`config.mk`:
```
export PLATFORM = sky130hd
export DESIGN_NAME = gcd_scheduler_flat
export DESIGN_NICKNAME = d
export VERILOG_FILES = /design/src/rtl/gcd_scheduler_if.sv /design/src/rtl/gcd_scheduler.sv /design/src/flat_wrapper.sv
export SDC_FILE = /design/constraint.sdc
export NUM_CORES = 1
export LEC_CHECK = 0
export ABC_AREA = 1
export CORE_ASPECT_RATIO = 1.25
export CORE_MARGIN = 2
export CORE_UTILIZATION = 45
export DETAILED_ROUTE_END_ITERATION = 10
export PLACE_DENSITY_LB_ADDON = 0.15
export SLEW_MARGIN = 0
export SYNTH_ARGS = -nofsm -noshare
export SYNTH_HDL_FRONTEND = slang
export SYNTH_SLANG_ARGS = --single-unit
```
`constraint.sdc`:
```
create_clock -name clk -period 5.2 [get_ports clk]
set_clock_uncertainty 0.15 [all_clocks]
set_input_delay 0.52 -clock clk [delete_from_list [all_inputs] [get_ports clk]]
set_output_delay 0.52 -clock clk [all_outputs]
set_load 0.01 [all_outputs]
```
`src/rtl/gcd_scheduler_if.sv`:
```
// Request/response bus between the GCD requesters and the shared scheduler.
// The requester side is the master; the scheduler is the slave.
interface gcd_scheduler_if #(
    parameter int NREQ = 4,
    parameter int IDW  = 2,
    parameter int W    = 16
) ();
    logic [NREQ-1:0]   req_valid;
    logic [NREQ*W-1:0] req_a;
    logic [NREQ*W-1:0] req_b;
    logic [NREQ-1:0]   req_ready;
    logic              rsp_valid;
    logic              rsp_ready;
    logic [IDW-1:0]    rsp_id;
    logic [W-1:0]      rsp_gcd;
    logic              rsp_err;

    modport master (
        output req_valid, req_a, req_b, rsp_ready,
        input  req_ready, rsp_valid, rsp_id, rsp_gcd, rsp_err
    );

    modport slave (
        input  req_valid, req_a, req_b, rsp_ready,
        output req_ready, rsp_valid, rsp_id, rsp_gcd, rsp_err
    );
endinterface

```
`src/rtl/gcd_scheduler.sv`:
```
// Round-robin scheduler that time-shares one subtractive GCD datapath among
// NREQ requesters, sequencing the subtract loop from the comparator flags.
module gcd_scheduler #(
    parameter int NREQ     = 4,
    parameter int IDW      = 2,
    parameter int W        = 16,
    parameter int MAX_ITER = 65535
) (
    input  logic             clk,
    input  logic             rst,
    gcd_scheduler_if.slave   bus,
    input  logic             lt,
    input  logic             gt,
    input  logic             eq,
    input  logic [W-1:0]     a_out,
    output logic             ld_a,
    output logic             ld_b,
    output logic             sel1,
    output logic             sel2,
    output logic             sel_in,
    output logic [W-1:0]     data_in
);
    localparam int CW = $clog2(MAX_ITER + 1);
    localparam logic [CW-1:0] ITER_LIMIT = CW'(MAX_ITER);

    typedef enum logic [2:0] {IDLE, LOAD_A, LOAD_B, CALC, RESP} state_e;

    state_e         state_q, state_d;
    logic [IDW-1:0] ptr_q, ptr_d;
    logic [IDW-1:0] id_q, id_d;
    logic [W-1:0]   a_q, a_d;
    logic [W-1:0]   b_q, b_d;
    logic [W-1:0]   result_q, result_d;
    logic           err_q, err_d;
    logic [CW-1:0]  cnt_q, cnt_d;

    logic           found;
    logic [IDW-1:0] winner;
    logic [W-1:0]   winA, winB;
    logic           calcStep;

    // Search from ptr upward first, then wrap around to the indices below it.
    always_comb begin
        found  = 1'b0;
        winner = '0;
        winA   = '0;
        winB   = '0;
        for (int i = 0; i < NREQ; i++) begin
            if (!found && i >= int'(ptr_q) && bus.req_valid[i]) begin
                found  = 1'b1;
                winner = IDW'(i);
                winA   = bus.req_a[i*W +: W];
                winB   = bus.req_b[i*W +: W];
            end
        end
        for (int i = 0; i < NREQ; i++) begin
            if (!found && i < int'(ptr_q) && bus.req_valid[i]) begin
                found  = 1'b1;
                winner = IDW'(i);
                winA   = bus.req_a[i*W +: W];
                winB   = bus.req_b[i*W +: W];
            end
        end
    end

    assign calcStep = (state_q == CALC) && !eq && (cnt_q != ITER_LIMIT) && (lt || gt);

    always_ff @(posedge clk) begin
        if (rst) begin
            state_q  <= IDLE;
            ptr_q    <= '0;
            id_q     <= '0;
            a_q      <= '0;
            b_q      <= '0;
            result_q <= '0;
            err_q    <= 1'b0;
            cnt_q    <= '0;
        end else begin
            state_q  <= state_d;
            ptr_q    <= ptr_d;
            id_q     <= id_d;
            a_q      <= a_d;
            b_q      <= b_d;
            result_q <= result_d;
            err_q    <= err_d;
            cnt_q    <= cnt_d;
        end
    end

    always_comb begin
        state_d  = state_q;
        ptr_d    = ptr_q;
        id_d     = id_q;
        a_d      = a_q;
        b_d      = b_q;
        result_d = result_q;
        err_d    = err_q;
        cnt_d    = cnt_q;
        case (state_q)
            IDLE: begin
                if (found) begin
                    a_d  = winA;
                    b_d  = winB;
                    id_d = winner;
                    // A zero operand makes the GCD the other operand; skip the datapath.
                    if (winA == '0 || winB == '0) begin
                        result_d = winA | winB;
                        err_d    = 1'b0;
                        state_d  = RESP;
                    end else begin
                        state_d  = LOAD_A;
                    end
                end
            end
            LOAD_A: state_d = LOAD_B;
            LOAD_B: begin
                cnt_d   = '0;
                state_d = CALC;
            end
            CALC: begin
                if (eq) begin
                    result_d = a_out;
                    err_d    = 1'b0;
                    state_d  = RESP;
                end else if (cnt_q == ITER_LIMIT) begin
                    result_d = '0;
                    err_d    = 1'b1;
                    state_d  = RESP;
                end else if (calcStep) begin
                    cnt_d = cnt_q + 1'b1;
                end
            end
            RESP: begin
                if (bus.rsp_ready) begin
                    ptr_d   = (id_q == IDW'(NREQ - 1)) ? '0 : id_q + 1'b1;
                    state_d = IDLE;
                end
            end
            default: state_d = IDLE;
        endcase
    end

    always_comb begin
        bus.req_ready = '0;
        bus.rsp_valid = 1'b0;
        ld_a          = 1'b0;
        ld_b          = 1'b0;
        sel1          = 1'b0;
        sel2          = 1'b0;
        sel_in        = 1'b0;
        data_in       = '0;
        if (!rst) begin
            case (state_q)
                IDLE: begin
                    if (found) bus.req_ready = {{(NREQ-1){1'b0}}, 1'b1} << winner;
                end
                LOAD_A: begin
                    sel_in  = 1'b1;
                    data_in = a_q;
                    ld_a    = 1'b1;
                end
                LOAD_B: begin
                    sel_in  = 1'b1;
                    data_in = b_q;
                    ld_b    = 1'b1;
                end
                CALC: begin
                    if (calcStep) begin
                        if (lt) begin
                            sel1 = 1'b1;
                            ld_b = 1'b1;
                        end else begin
                            sel2 = 1'b1;
                            ld_a = 1'b1;
                        end
                    end
                end
                RESP: bus.rsp_valid = 1'b1;
                default: ;
            endcase
        end
    end

    assign bus.rsp_id  = id_q;
    assign bus.rsp_gcd = result_q;
    assign bus.rsp_err = err_q;
endmodule

```
`src/flat_wrapper.sv`:
```
// flat-port wrapper written by rule: the top's interface ports become plain ports
module gcd_scheduler_flat 
#(
    parameter int NREQ     = 4,
    parameter int IDW      = 2,
    parameter int W        = 16,
    parameter int MAX_ITER = 65535
)
  (clk, rst, lt, gt, eq, a_out, ld_a, ld_b, sel1, sel2, sel_in, data_in, bus_req_valid, bus_req_a, bus_req_b, bus_rsp_ready, bus_req_ready, bus_rsp_valid, bus_rsp_id, bus_rsp_gcd, bus_rsp_err);
  gcd_scheduler_if #(.NREQ(NREQ), .IDW(IDW), .W(W)) bus_i ();
  input  logic clk;
  input  logic rst;
  input  logic lt;
  input  logic gt;
  input  logic eq;
  input  logic [W-1:0] a_out;
  output logic ld_a;
  output logic ld_b;
  output logic sel1;
  output logic sel2;
  output logic sel_in;
  output logic [W-1:0] data_in;
  input wire logic [$bits(bus_i.req_valid)-1:0] bus_req_valid;
  input wire logic [$bits(bus_i.req_a)-1:0] bus_req_a;
  input wire logic [$bits(bus_i.req_b)-1:0] bus_req_b;
  input wire logic [$bits(bus_i.rsp_ready)-1:0] bus_rsp_ready;
  output wire logic [$bits(bus_i.req_ready)-1:0] bus_req_ready;
  output wire logic [$bits(bus_i.rsp_valid)-1:0] bus_rsp_valid;
  output wire logic [$bits(bus_i.rsp_id)-1:0] bus_rsp_id;
  output wire logic [$bits(bus_i.rsp_gcd)-1:0] bus_rsp_gcd;
  output wire logic [$bits(bus_i.rsp_err)-1:0] bus_rsp_err;
  assign bus_i.req_valid = bus_req_valid;
  assign bus_i.req_a = bus_req_a;
  assign bus_i.req_b = bus_req_b;
  assign bus_i.rsp_ready = bus_rsp_ready;
  assign bus_req_ready = bus_i.req_ready;
  assign bus_rsp_valid = bus_i.rsp_valid;
  assign bus_rsp_id = bus_i.rsp_id;
  assign bus_rsp_gcd = bus_i.rsp_gcd;
  assign bus_rsp_err = bus_i.rsp_err;
  gcd_scheduler #(.NREQ(NREQ), .IDW(IDW), .W(W), .MAX_ITER(MAX_ITER)) u_core (.clk(clk), .rst(rst), .bus(bus_i), .lt(lt), .gt(gt), .eq(eq), .a_out(a_out), .ld_a(ld_a), .ld_b(ld_b), .sel1(sel1), .sel2(sel2), .sel_in(sel_in), .data_in(data_in));
endmodule
```
==> key figures <==
Clock network
  – Clock latency on the worst-skew pair: around 0.34 ns
  – CTS tree: yes
  – Post-CTS setup buffer count: 0
  – Post-cts gate resize count: 0
  – Hold_buf cts: 0
  – Root Driver: clkbuf_16
  – Num CTS Buffers: 9
  – Clock sink count: 72
  – CTS clk-pin slew, worst paths: 0.05 ns
  – Max Root-Sink Buffers: 2
  – H-tree levels: 3

Routing
  – Top routing layer in use: met4
  – Vias/cell: 5.052
  – Met2 WL post-DR: 8.923 mm
  – Metal-1 WL: between 8 and 9 mm
  – First-pass iteration count of the detailed router: 8
  – Via count: slightly above 7000
  – Initial DRC Count: ~510
  – Drt drc: 0
  – WL final: around 19 mm
  – Post-DRT Antenna Nets: 0
  – Drt wl/cell: 13.64 um
  – DR WL met3: roughly 1.5 mm

Setup path
  – Crit path max fanout: 26
  – CP max stage cell: nand2_1
  – Critical path arrival: 3.40 ns
  – Sequence of cells on the critical path: clkdlybuf4s50_1, inv_1, nor2_2, nand2_1, nand3_1, inv_1, nor3_1, clkdlybuf4s50_1
  – Setup CP Type: in -> out
  – Setup crit end kind: primary output
  – Worst stage delay on the critical path: 0.64 ns
  – CP required: approximately 4.5 ns
  – Type of origin of the critical path: input port

Outcome
  – Status: complete, no violations

Synthesis
  – Post-synthesis cell area: between 5000 and 6000 sq um
  – Mapped Avg Cell Area: 5.380 sq um
  – Area contributors post-synth: dfxtp_1 (25%), nor2_1 (16%), nand2_1 (13%), inv_1 (12%), nand3_1 (8.9%)
  – Most common library cells after synthesis: nor2_1 (237), nand2_1 (201), inv_1 (181)
  – Synth top area share: between 20% and 30%
  – Synth area leader: dfxtp_1
  – Count leader, synth: nor2_1
  – Count of cell types in the netlist: 30
  – Synth Register Bits: 72
  – Post-synth EDFFs: 0
  – Synth Net Count: 1216
  – Syn Inst Count: 1060
  – Synth Warn #: 0
  – Main synth FF type: dfxtp_1
  – Seq/Total Area, Yosys: around 25%
  – Post-synth ARST share: 0%

STA
  – TNS Setup: 0 ns
  – Final hold vios: 0
  – Final worst path period share: 78.36%
  – Worst-margin pin slew: approximately 1.0 ns
  – RSZ-0062 raised after global routing: false
  – Hold Slack: approximately 0.33 ns
  – Worst slew margin: between 30% and 40%
  – Setup WS post-layout: approximately 1.1 ns
  – Post-layout minimum cycle time: between 4 and 5 ns
  – Max Slew Vio Count: 0
  – Final setup fails: 0
  – Fmax: about 250 MHz

Power
  – Power Density: around 400 nW/um^2
  – VDD IR max: 0.0002807 V
  – Static Leakage: about 3.7 nW
  – Overall Power: 3.191 mW

Placement
  – DP HPWL: 14.25 mm
  – Routability cong.: 0.9244
  – DP Cell Count: 1382
  – Pre-CTS setup slack: between 1 and 1.5 ns
  – Port bufs: around 200

Final layout
  – Layout cell share with drive strength beyond 1: under 10%
  – Layout fillers: 1266
  – Post-Layout Cell Count: ~1400
  – Final net count: between 1000 and 1500
  – Area growth, synth to finish: 40.92%
  – Inserted Diodes: 0

Floorplanning
  – Die H: approximately 130 um
  – Core Area: about 13000 sq um
  – Rows: between 40 and 50
  – Boundary pin count: just under 200
  – Die footprint: roughly 14000 sq um
  – Starting Density: a little under half
  – Die X-Extent: roughly 100 um

Global route
  – Initial antenna violation count: 0
  – Largest net degree at the start of global routing: between 60 and 70
  – GRT Total Usage: about 27%
  – First-pass GRT wire length: about 30 mm
  – Vias in the first global route: 6257
  – GRT overflow: 0

Hold path
  – Worst hold path class: reg -> reg

Run
  – Max-Cap Viols: 0
[worst max-delay path: cells and delay by family]
family,cells,cell delay (ns)
AND/OR/NAND/NOR,4,1.59
buffers and inverters,4,1.29
[cells in the final DEF (no fill, tap or decap), types with 3 or more instances in the layout]
cell type        count
dfxtp_1             72
nand3_1            101
nor3_1              10
nand4_1             11
clkdlybuf4s50_1    197
inv_1              181
buf_4                8
nand2_1            201
inv_2                3
o21ai_0             64
clkbuf_16            9
nor2_1             237
o22ai_1             16
xor2_1               3
a21oi_1             83
o21ai_1              5
[cells by family after synthesis]
logic type,count (synthesis),share of synthesized area (%)
adder cells (fa/ha/maj),2,0.4387
buffers and inverters,236,16.26
AND/OR/NAND/NOR,573,41.73
flip-flops,72,25.27
AO/OA/AOI/OAI,173,15.69
XOR/XNOR,4,0.6144
[power by group]
group | total [mW] | internal [mW] | switching, mW
sequential | 0.841 | 0.759 | 0.0819
clock | 0.662 | 0.420 | 0.241
combinational | 1.69 | 0.664 | 1.02
[area by class of cell]
cell class / count / area, sq um / share of cell area, %
clock buffer: 11 / 232.7 / 2.896
clock inverter: 5 / 81.33 / 1.012
inverter: 184 / 690.7 / 8.594
multi-input combinational: 752 / 3343 / 41.60
sequential: 72 / 1441 / 17.94
tap: 168 / 210.2 / 2.616
timing repair buffer: 206 / 2037 / 25.35
[path summary, 6_finish.rpt]
| check | start | depth (start not counted) | end | slack [ns] |
|---|---|---|---|---|
| min | u_core.ptr_q[0] | 2 | u_core.ptr_q[0] | 0.33 |
| max reg2reg | u_core.ptr_q[1] | 17 | u_core.bus.rsp_gcd[15] | 1.65 |
| min reg2reg | u_core.ptr_q[0] | 2 | u_core.ptr_q[0] | 0.33 |
| max | bus_req_valid[1] | 8 | bus_req_ready[1] | 1.13 |
[metal layers]
| metal | track usage [%] | vias up |
|---|---|---|
| met1 | 35.68 | 3066 |
| met5 | 0 | - |
| li1 | - | 3635 |
| met4 | 9.176 | 0 |
| met2 | 46.56 | 330 |
| met3 | 4.396 | 31 |
[metrics by stage]
step,area (sq um),utilization (%)
final,8036,64.05
after global routing,8036,64.05
after CTS,8036,64.05
after detailed placement,7722,61.55
after global placement,7722,61.55
after floorplan,5703,-
[registers in the layout (all words and copies together), names as in the netlist]
signal,count
u_core.bus.rsp_err,1
u_core.cnt_q,16
u_core.state_q,3
u_core.ptr_q,2
u_core.bus.rsp_gcd,16
u_core.a_q,16
u_core.bus.rsp_id,2
u_core.b_q,16
(Power assumes the default switching activity.)
